<file path="config.mk">
export PLATFORM = sky130hd
export DESIGN_NAME = reg_file_sb
export DESIGN_NICKNAME = d
export VERILOG_FILES = /design/src/rtl/reg_file_sb.sv
export SDC_FILE = /design/constraint.sdc
export NUM_CORES = 1
export LEC_CHECK = 0
export ABC_AREA = 1
export ABC_CLOCK_PERIOD_IN_PS = 4400
export CORE_UTILIZATION = 55
export DETAILED_ROUTE_END_ITERATION = 8
export PLACE_DENSITY = 0.78
export SLEW_MARGIN = 10
export SYNTH_ARGS = -nofsm -noshare
export SYNTH_HDL_FRONTEND = slang
export SYNTH_SLANG_ARGS = --single-unit
</file>
<file path="constraint.sdc">
create_clock -name clk -period 4.4 [get_ports clk]
set_clock_uncertainty 0.2 [all_clocks]
set_input_delay 1.1 -clock clk [delete_from_list [all_inputs] [get_ports clk]]
set_output_delay 1.1 -clock clk [all_outputs]
set_load 0.01 [all_outputs]
</file>
<file path="src/rtl/reg_file_sb.sv">
// reg_file_sb: parametrised register file with write-to-read bypass, aux write port
// and a per-register busy scoreboard that flags RAW hazards to the hazard unit.
module reg_file_sb #(
    parameter int DW      = 16,
    parameter int AW      = 4,
    parameter int AUX_REG = 15,
    parameter int ZERO_R0 = 0
) (
    input  logic          clk,
    input  logic          rst,
    input  logic          wr_en,
    input  logic [AW-1:0] wr_addr,
    input  logic [DW-1:0] wr_data,
    input  logic          aux_wr_en,
    input  logic [DW-1:0] aux_data,
    input  logic [AW-1:0] rd_addr1,
    input  logic [AW-1:0] rd_addr2,
    output logic [DW-1:0] rd_data1,
    output logic [DW-1:0] rd_data2,
    output logic [DW-1:0] aux_out,
    input  logic          issue_en,
    input  logic [AW-1:0] issue_addr,
    output logic          hazard1,
    output logic          hazard2,
    output logic [AW:0]   busy_cnt
);
    localparam int N = 1 << AW;
    logic [DW-1:0] regs [N];
    logic [N-1:0]  busy, main_hit, aux_hit, set_hit;
    // One-hot write/issue targets; a hardwired R0 simply never gets hit.
    always_comb begin
        main_hit = '0;
        set_hit  = '0;
        aux_hit  = '0;
        for (int i = 0; i < N; i++) begin
            main_hit[i] = wr_en && wr_addr == AW'(i);
            set_hit[i]  = issue_en && issue_addr == AW'(i);
        end
        aux_hit[AUX_REG] = aux_wr_en;
        if (ZERO_R0 != 0) begin
            main_hit[0] = 1'b0;
            aux_hit[0]  = 1'b0;
            set_hit[0]  = 1'b0;
        end
    end
    always_ff @(posedge clk or negedge rst) begin
        if (!rst) begin
            for (int i = 0; i < N; i++) regs[i] <= '0;
            busy <= '0;
        end else begin
            for (int i = 0; i < N; i++)
                if (aux_hit[i]) regs[i] <= aux_data;
                else if (main_hit[i]) regs[i] <= wr_data;
            busy <= set_hit | (busy & ~(main_hit | aux_hit));
        end
    end
    assign rd_data1 = (ZERO_R0 != 0 && rd_addr1 == '0) ? '0 :
                      aux_hit[rd_addr1] ? aux_data : main_hit[rd_addr1] ? wr_data : regs[rd_addr1];
    assign rd_data2 = (ZERO_R0 != 0 && rd_addr2 == '0) ? '0 :
                      aux_hit[rd_addr2] ? aux_data : main_hit[rd_addr2] ? wr_data : regs[rd_addr2];
    assign hazard1  = busy[rd_addr1] & ~(aux_hit[rd_addr1] | main_hit[rd_addr1]);
    assign hazard2  = busy[rd_addr2] & ~(aux_hit[rd_addr2] | main_hit[rd_addr2]);
    assign aux_out  = regs[AUX_REG];
    assign busy_cnt = (AW+1)'($countones(busy));
endmodule
</file>
==> impl_metrics.env, run 1 <==
export IMPL_insertion_delay_ps=580
export IMPL_cp_required_ps=3100
export IMPL_worst_slew_pin_transition_ps=1040
export IMPL_synth_seq_area_share_pct=40.6
export IMPL_route_detailed_vias_per_inst=6.11
export IMPL_cts_root_buffer="sky130_fd_sc_hd__clkbuf_16"
export IMPL_power_ir_vdd_worst_uv=1220
export IMPL_detailedPlacementHpwl_um=45800
export IMPL_critPathCaptureType="output pin"
export IMPL_die_w_um=177
export IMPL_max_freq_mhz=193
export IMPL_final_min_period_over_clock_period_pct=118
export IMPL_failed_checks="setup timing"
export IMPL_place_detailed_instances=2992
export IMPL_post_place_ws_ps=-660
export IMPL_drc_errors=0
export IMPL_core_area_um2=29800
export IMPL_min_period_ps=5190
export IMPL_final_common_cell="sky130_fd_sc_hd__nand2_1"
export IMPL_synth_cell_type_count=34
export IMPL_multiInputGateArea_um2=8650
export IMPL_row_count=63
export IMPL_cp_launch_point="busy[0]$_DFF_PN0_"
export IMPL_syn_to_final_growth_pct=27.5
export IMPL_avgSynthCellArea_um2=6.78
export IMPL_num_fill_cells=2383
export IMPL_floorplan_initialDensity_pct=56.3
export IMPL_mean_routed_wirelength_per_cell_um=22.2
export IMPL_path_buf_inv=5
export IMPL_status="finished, violations left"
export IMPL_cp_cell_sequence="inv_2 > fa_1 > fa_1 > fa_1 > fa_1 > inv_2 > ha_4 > inv_2 > fa_2 > inv_2 > buf_6"
export IMPL_final_layout_size_suffix_gt1_share_pct=16.0
export IMPL_design_die_area_um2=31200
export IMPL_sequential_standard_cell_area_um2=6810
export IMPL_rsz_0062_raised_after_global_routing="yes"
export IMPL_hold_end="regs[24]$_DFFE_PN0P_"
export IMPL_tritoncts="done"
export IMPL_ant_nets=0
export IMPL_finish_cell_count_without_fillers=3113
export IMPL_globalRoute_totalOverflow=0
export IMPL_detailedRoute_firstIterationViolations=2305
export IMPL_delay_of_the_slowest_cell_on_the_worst_path_ps=570
export IMPL_synth_async_reset_ratio_pct=100
export IMPL_synth_flop_cell="sky130_fd_sc_hd__dfrtp_1"
export IMPL_setup_viol=5
export IMPL_total_power_mw=9.53
export IMPL_finalHoldWorstSlack_ps=289
export IMPL_final_critical_path_setup_slack_ps=-790
export IMPL_max_slew_margin_rel_pct=30.6
export IMPL_timing_critical_path_arrival_ps=3890
export IMPL_timing_reg2reg_setup_slack_ps=3280
export IMPL_min_delay_path_depth=2
export IMPL_gpl_final_weighted_congestion=0.946
export IMPL_antenna_found_initial=1
export IMPL_vias_in_the_first_global_route=18272
export IMPL_cp_slowest_cell="sky130_fd_sc_hd__fa_1"
export IMPL_count_of_flip_flops_with_a_built_in_enable_after_synthesis=0
export IMPL_cts_sinks=272
export IMPL_drv_max_cap_violation_count=0
export IMPL_antennaDiodeCount=0
export IMPL_totalWireLength_um=69200
export IMPL_grt_pass1_wl_um=104000
export IMPL_layout_cells_most_common_list="sky130_fd_sc_hd__nand2_1, sky130_fd_sc_hd__dfrtp_1, sky130_fd_sc_hd__o21ai_0"
export IMPL_design_portCount=108
export IMPL_power_leakage_nw=10.5
export IMPL_critical_path_type="reg2out"
export IMPL_layout_nets=2771
export IMPL_setup_worst_path_start_class="flip-flop"
export IMPL_synth_cells=2476
export IMPL_die_height_um=177
export IMPL_numCtsBuffers=31
export IMPL_yosysWarnings=0
export IMPL_finalHoldViolCount=0
export IMPL_timing_critical_path_fanout_max=2
export IMPL_worstRegToRegCells=4
export IMPL_drt_pre_antenna_iters=6
export IMPL_h_tree_level_count=1
export IMPL_reg2reg_to="busy[9]$_DFF_PN0_"
export IMPL_synth_area_um2=16800
export IMPL_timing_final_max_slew_violations=0
export IMPL_holdCritPathClass="reg2reg"
export IMPL_grt_start_max_net_pins=98
export IMPL_setup_tns_final_ps=-3310
export IMPL_min_from="regs[24]$_DFFE_PN0P_"
export IMPL_syn_num_nets=2544
export IMPL_r2r_start="busy[9]$_DFF_PN0_"
export IMPL_clock_tree_buffer_depth=3
export IMPL_grt_usage_pct=44.3
export IMPL_power_dens_cells_nw_per_um2=446
export IMPL_numPortBuffers=107
export IMPL_synth_seq_cells=272
export IMPL_worst_setup_hold_path_clk_slew_ps=60
export IMPL_crit_family="adder cells"
export IMPL_cts_hold_buf=0
export IMPL_route_vias_total=19027
[report_power, final]
group	switching (mW)	internal, mW	total, mW	leakage, nW
Sequential	0.379	3.02	3.40	3.35
Combinational	2.03	1.63	3.66	6.66
Clock	1.06	1.40	2.46	0.464
Total	3.47	6.06	9.53	10.5
[tightest hold or removal path: cells and delay by family (launching register included)]
family          cells  cell delay (ps)
compound gates      1               60
flops               1              340
simple gates        1               50
[metal layers]
metal	part of all wire, %	global-route usage (%)
met5	0.019	0
met4	8.2	32.0
met3	11	9.56
met2	45	69.6
met1	36	54.1
[Yosys cell counts (13+ instances only)]
cell | n | area [µm²]
sky130_fd_sc_hd__a21oi_1 | 86 | 430
sky130_fd_sc_hd__buf_1 | 20 | 75.1
sky130_fd_sc_hd__buf_2 | 38 | 190
sky130_fd_sc_hd__buf_4 | 21 | 158
sky130_fd_sc_hd__clkbuf_1 | 107 | 402
sky130_fd_sc_hd__dfrtp_1 | 272 | 6810
sky130_fd_sc_hd__inv_1 | 213 | 800
sky130_fd_sc_hd__nand2_1 | 913 | 3430
sky130_fd_sc_hd__nand3_1 | 186 | 931
sky130_fd_sc_hd__nand3_2 | 13 | 130
sky130_fd_sc_hd__nand4_1 | 53 | 332
sky130_fd_sc_hd__nor2_1 | 141 | 529
sky130_fd_sc_hd__o211ai_1 | 62 | 465
sky130_fd_sc_hd__o21ai_0 | 275 | 1380
[registers in the layout (all words and copies together) (netlist names)]
signal / cells
regs: 240
busy: 16
aux_out: 16
[worst max-delay path by stage]
stage / end / slack [ps] / cells after the start
6_report: busy_cnt[1] / -790 / 11
4_1_cts: busy_cnt[1] / -860 / 11
5_1_grt: busy_cnt[1] / -900 / 11
3_3_place_gp: busy_cnt[1] / -630 / 11
3_5_place_dp: busy_cnt[2] / -660 / 11
2_1_floorplan: busy_cnt[2] / 5 / 10
[logic make-up (layout without fill, tap and decap cells)]
| kind of cell | after synthesis | count (layout) | share of synthesized area [%] |
|---|---|---|---|
| adders and majority gates | 15 | 15 | 1.57 |
| and+or+nand+nor | 1328 | 1330 | 33.2 |
| buffers and inverters | 410 | 655 | 9.97 |
| xor gates and xnor gates | 2 | 2 | 0.104 |
| DFF | 272 | 272 | 40.6 |
| AOI/OAI and AO/OA | 449 | 449 | 14.6 |
[area by class of cell]
class                      count  share of cell area [%]
clock buffer                  48                    4.25
timing repair buffer         379                    17.1
inverter                     223                    3.98
clock inverter                 5                   0.135
multi-input combinational   1796                    40.4
tap                          390                    2.28
sequential                   272                    31.8
[timing repair]
item,4_1_cts,5_1_grt
pin swaps,24,22
setup buffers,52,13
gates resized for setup,154,82
endpoints found under the setup margin,39,42
gates cloned,5,1
[per-stage QoR]
stage	utilization (%)	area, µm²
2_1_floorplan	-	16800
3_3_place_gp	65.4	19500
3_5_place_dp	65.4	19500
4_1_cts	71.0	21200
5_1_grt	71.8	21400
6_report	71.8	21400
No activity file was read; power rests on OpenSTA's default activity.
==> inputs of run 2 (changes only) <==
- CORE_UTILIZATION: 55 -> 41
- MAX_ROUTING_LAYER: unset -> met4
- PLACE_DENSITY: 0.78 -> unset
==> impl_metrics.env, run 2 (synthesis gave the netlist of run 1 again) <==
export IMPL_grt_usage_pct=35.6
export IMPL_insertion_delay_ps=530
export IMPL_route_detailed_vias_per_inst=5.61
export IMPL_power_dens_cells_nw_per_um2=450
export IMPL_cp_slowest_cell="sky130_fd_sc_hd__fa_1"
export IMPL_path_buf_inv=5
export IMPL_antenna_found_initial=0
export IMPL_gpl_final_weighted_congestion=0.934
export IMPL_timing_critical_path_fanout_max=2
export IMPL_worstRegToRegCells=4
export IMPL_core_util_final_pct=54.2
export IMPL_numPortBuffers=107
export IMPL_cp_cell_sequence="inv_2 > fa_1 > fa_1 > fa_1 > fa_1 > inv_2 > ha_4 > inv_2 > fa_2 > inv_1 > buf_2"
export IMPL_critPathCaptureType="output pin"
export IMPL_r2r_start="busy[13]$_DFF_PN0_"
export IMPL_mean_routed_wirelength_per_cell_um=21.8
export IMPL_cts_sinks=272
export IMPL_final_critical_path_setup_slack_ps=-716
export IMPL_row_count=73
export IMPL_post_place_ws_ps=-611
export IMPL_crit_family="adder cells"
export IMPL_min_period_ps=5120
export IMPL_worst_slew_pin_transition_ps=953
export IMPL_max_freq_mhz=195
export IMPL_tritoncts="done"
export IMPL_totalWireLength_um=70900
export IMPL_core_area_um2=40000
export IMPL_cts_root_buffer="sky130_fd_sc_hd__clkbuf_16"
export IMPL_timing_reg2reg_setup_slack_ps=3280
export IMPL_vias_in_the_first_global_route=17618
export IMPL_critical_path_type="reg2out"
export IMPL_finish_cell_count_without_fillers=3249
export IMPL_detailedPlacementHpwl_um=49800
export IMPL_worst_setup_hold_path_clk_slew_ps=60
export IMPL_grt_start_max_net_pins=81
export IMPL_finalHoldViolCount=0
export IMPL_globalRoute_totalOverflow=0
export IMPL_drt_pre_antenna_iters=6
export IMPL_rsz_0062_raised_after_global_routing="yes"
export IMPL_route_vias_total=18243
export IMPL_cp_required_ps=3100
export IMPL_power_ir_vdd_worst_uv=1190
export IMPL_power_leakage_nw=10.6
export IMPL_design_die_area_um2=41700
export IMPL_ant_nets=0
export IMPL_finalHoldWorstSlack_ps=264
export IMPL_grt_pass1_wl_um=108000
export IMPL_clock_tree_buffer_depth=3
export IMPL_timing_final_max_slew_violations=0
export IMPL_numCtsBuffers=35
export IMPL_status="finished, violations left"
export IMPL_floorplan_initialDensity_pct=41.9
export IMPL_final_min_period_over_clock_period_pct=116
export IMPL_h_tree_level_count=2
export IMPL_place_detailed_instances=3135
export IMPL_delay_of_the_slowest_cell_on_the_worst_path_ps=560
export IMPL_setup_viol=5
export IMPL_setup_worst_path_start_class="flip-flop"
export IMPL_failed_checks="setup timing"
export IMPL_reg2reg_to="busy[13]$_DFF_PN0_"
export IMPL_die_height_um=204
export IMPL_drv_max_cap_violation_count=0
export IMPL_layout_cells_most_common_list="sky130_fd_sc_hd__nand2_1, sky130_fd_sc_hd__dfrtp_1, sky130_fd_sc_hd__o21ai_0"
export IMPL_detailedRoute_firstIterationViolations=2003
export IMPL_drc_errors=0
export IMPL_antennaDiodeCount=0
export IMPL_largest_register="regs"
export IMPL_design_portCount=108
export IMPL_die_w_um=204
export IMPL_timing_critical_path_arrival_ps=3820
export IMPL_holdCritPathClass="in2async"
export IMPL_syn_to_final_growth_pct=29.2
export IMPL_final_common_cell="sky130_fd_sc_hd__nand2_1"
export IMPL_final_layout_size_suffix_gt1_share_pct=17.0
export IMPL_max_slew_margin_rel_pct=36.4
export IMPL_largest_register_ffs=240
export IMPL_timing_critical_path_mode_cell="sky130_fd_sc_hd__fa_1"
export IMPL_layout_nets=2768
## run 2: stage by stage
step / instance area, µm² / total power, mW / setup TNS (ps)
global route: 21700 / 10.4 / -3590
floorplan: 16800 / 5.31 / 0
finish: 21700 / 9.75 / -2970
CTS: 21600 / 9.73 / -3430
global placement: 19700 / 6.78 / -18600
detailed placement: 19700 / 6.82 / -19350
## run 2: how the worst max path moves through the flow
| stage | start | end | cells after the start |
|---|---|---|---|
| detailed placement | busy[0]$_DFF_PN0_ | busy_cnt[2] | 11 |
| floorplan | busy[0]$_DFF_PN0_ | busy_cnt[2] | 10 |
| CTS | busy[9]$_DFF_PN0_ | busy_cnt[1] | 11 |
| global placement | busy[0]$_DFF_PN0_ | busy_cnt[1] | 11 |
| global route | busy[13]$_DFF_PN0_ | busy_cnt[1] | 11 |
| finish | busy[13]$_DFF_PN0_ | busy_cnt[1] | 11 |
## run 2: report_power, final
group          switching [mW]  leakage (nW)  internal, mW  total, mW
clock                    1.14         0.556          1.73       2.87
combinational            1.95          6.68          1.54       3.49
sequential              0.373          3.35          3.02       3.40
## run 2: area by class of cell
class	instances	area (µm²)
Fill cell	3879	18300
Multi-Input combinational cell	1796	8620
Sequential cell	272	6810
Timing Repair Buffer	372	3600
Clock buffer	56	1080
Inverter	223	863
Tap cell	525	657
Clock inverter	5	50.0
## run 2: worst reg2reg max path, delay by kind of cell, from the launching register on
kind / cells / cell delay [ps]
buffers and inverters: 2 / 270
AOI/OAI and AO/OA: 1 / 80
DFF: 1 / 390
and+or+nand+nor: 1 / 60
## run 2: per-layer routing
metal  vias to the layer above  routed length [µm]  global-route usage (%)
met4                         0                3850                    17.5
met3                       217                5850                    4.85
li1                       8419                   -                       -
met5                         -                   0                       -
met1                      8700               28800                    45.4
met2                       907               32400                    55.7
## run 2: timing repair
action,in CTS,in global routing
gates cloned,6,1
setup buffers,38,8
hold buffers,0,0
gates resized for setup,173,77
pin swaps,36,27
setup endpoints to repair,39,38
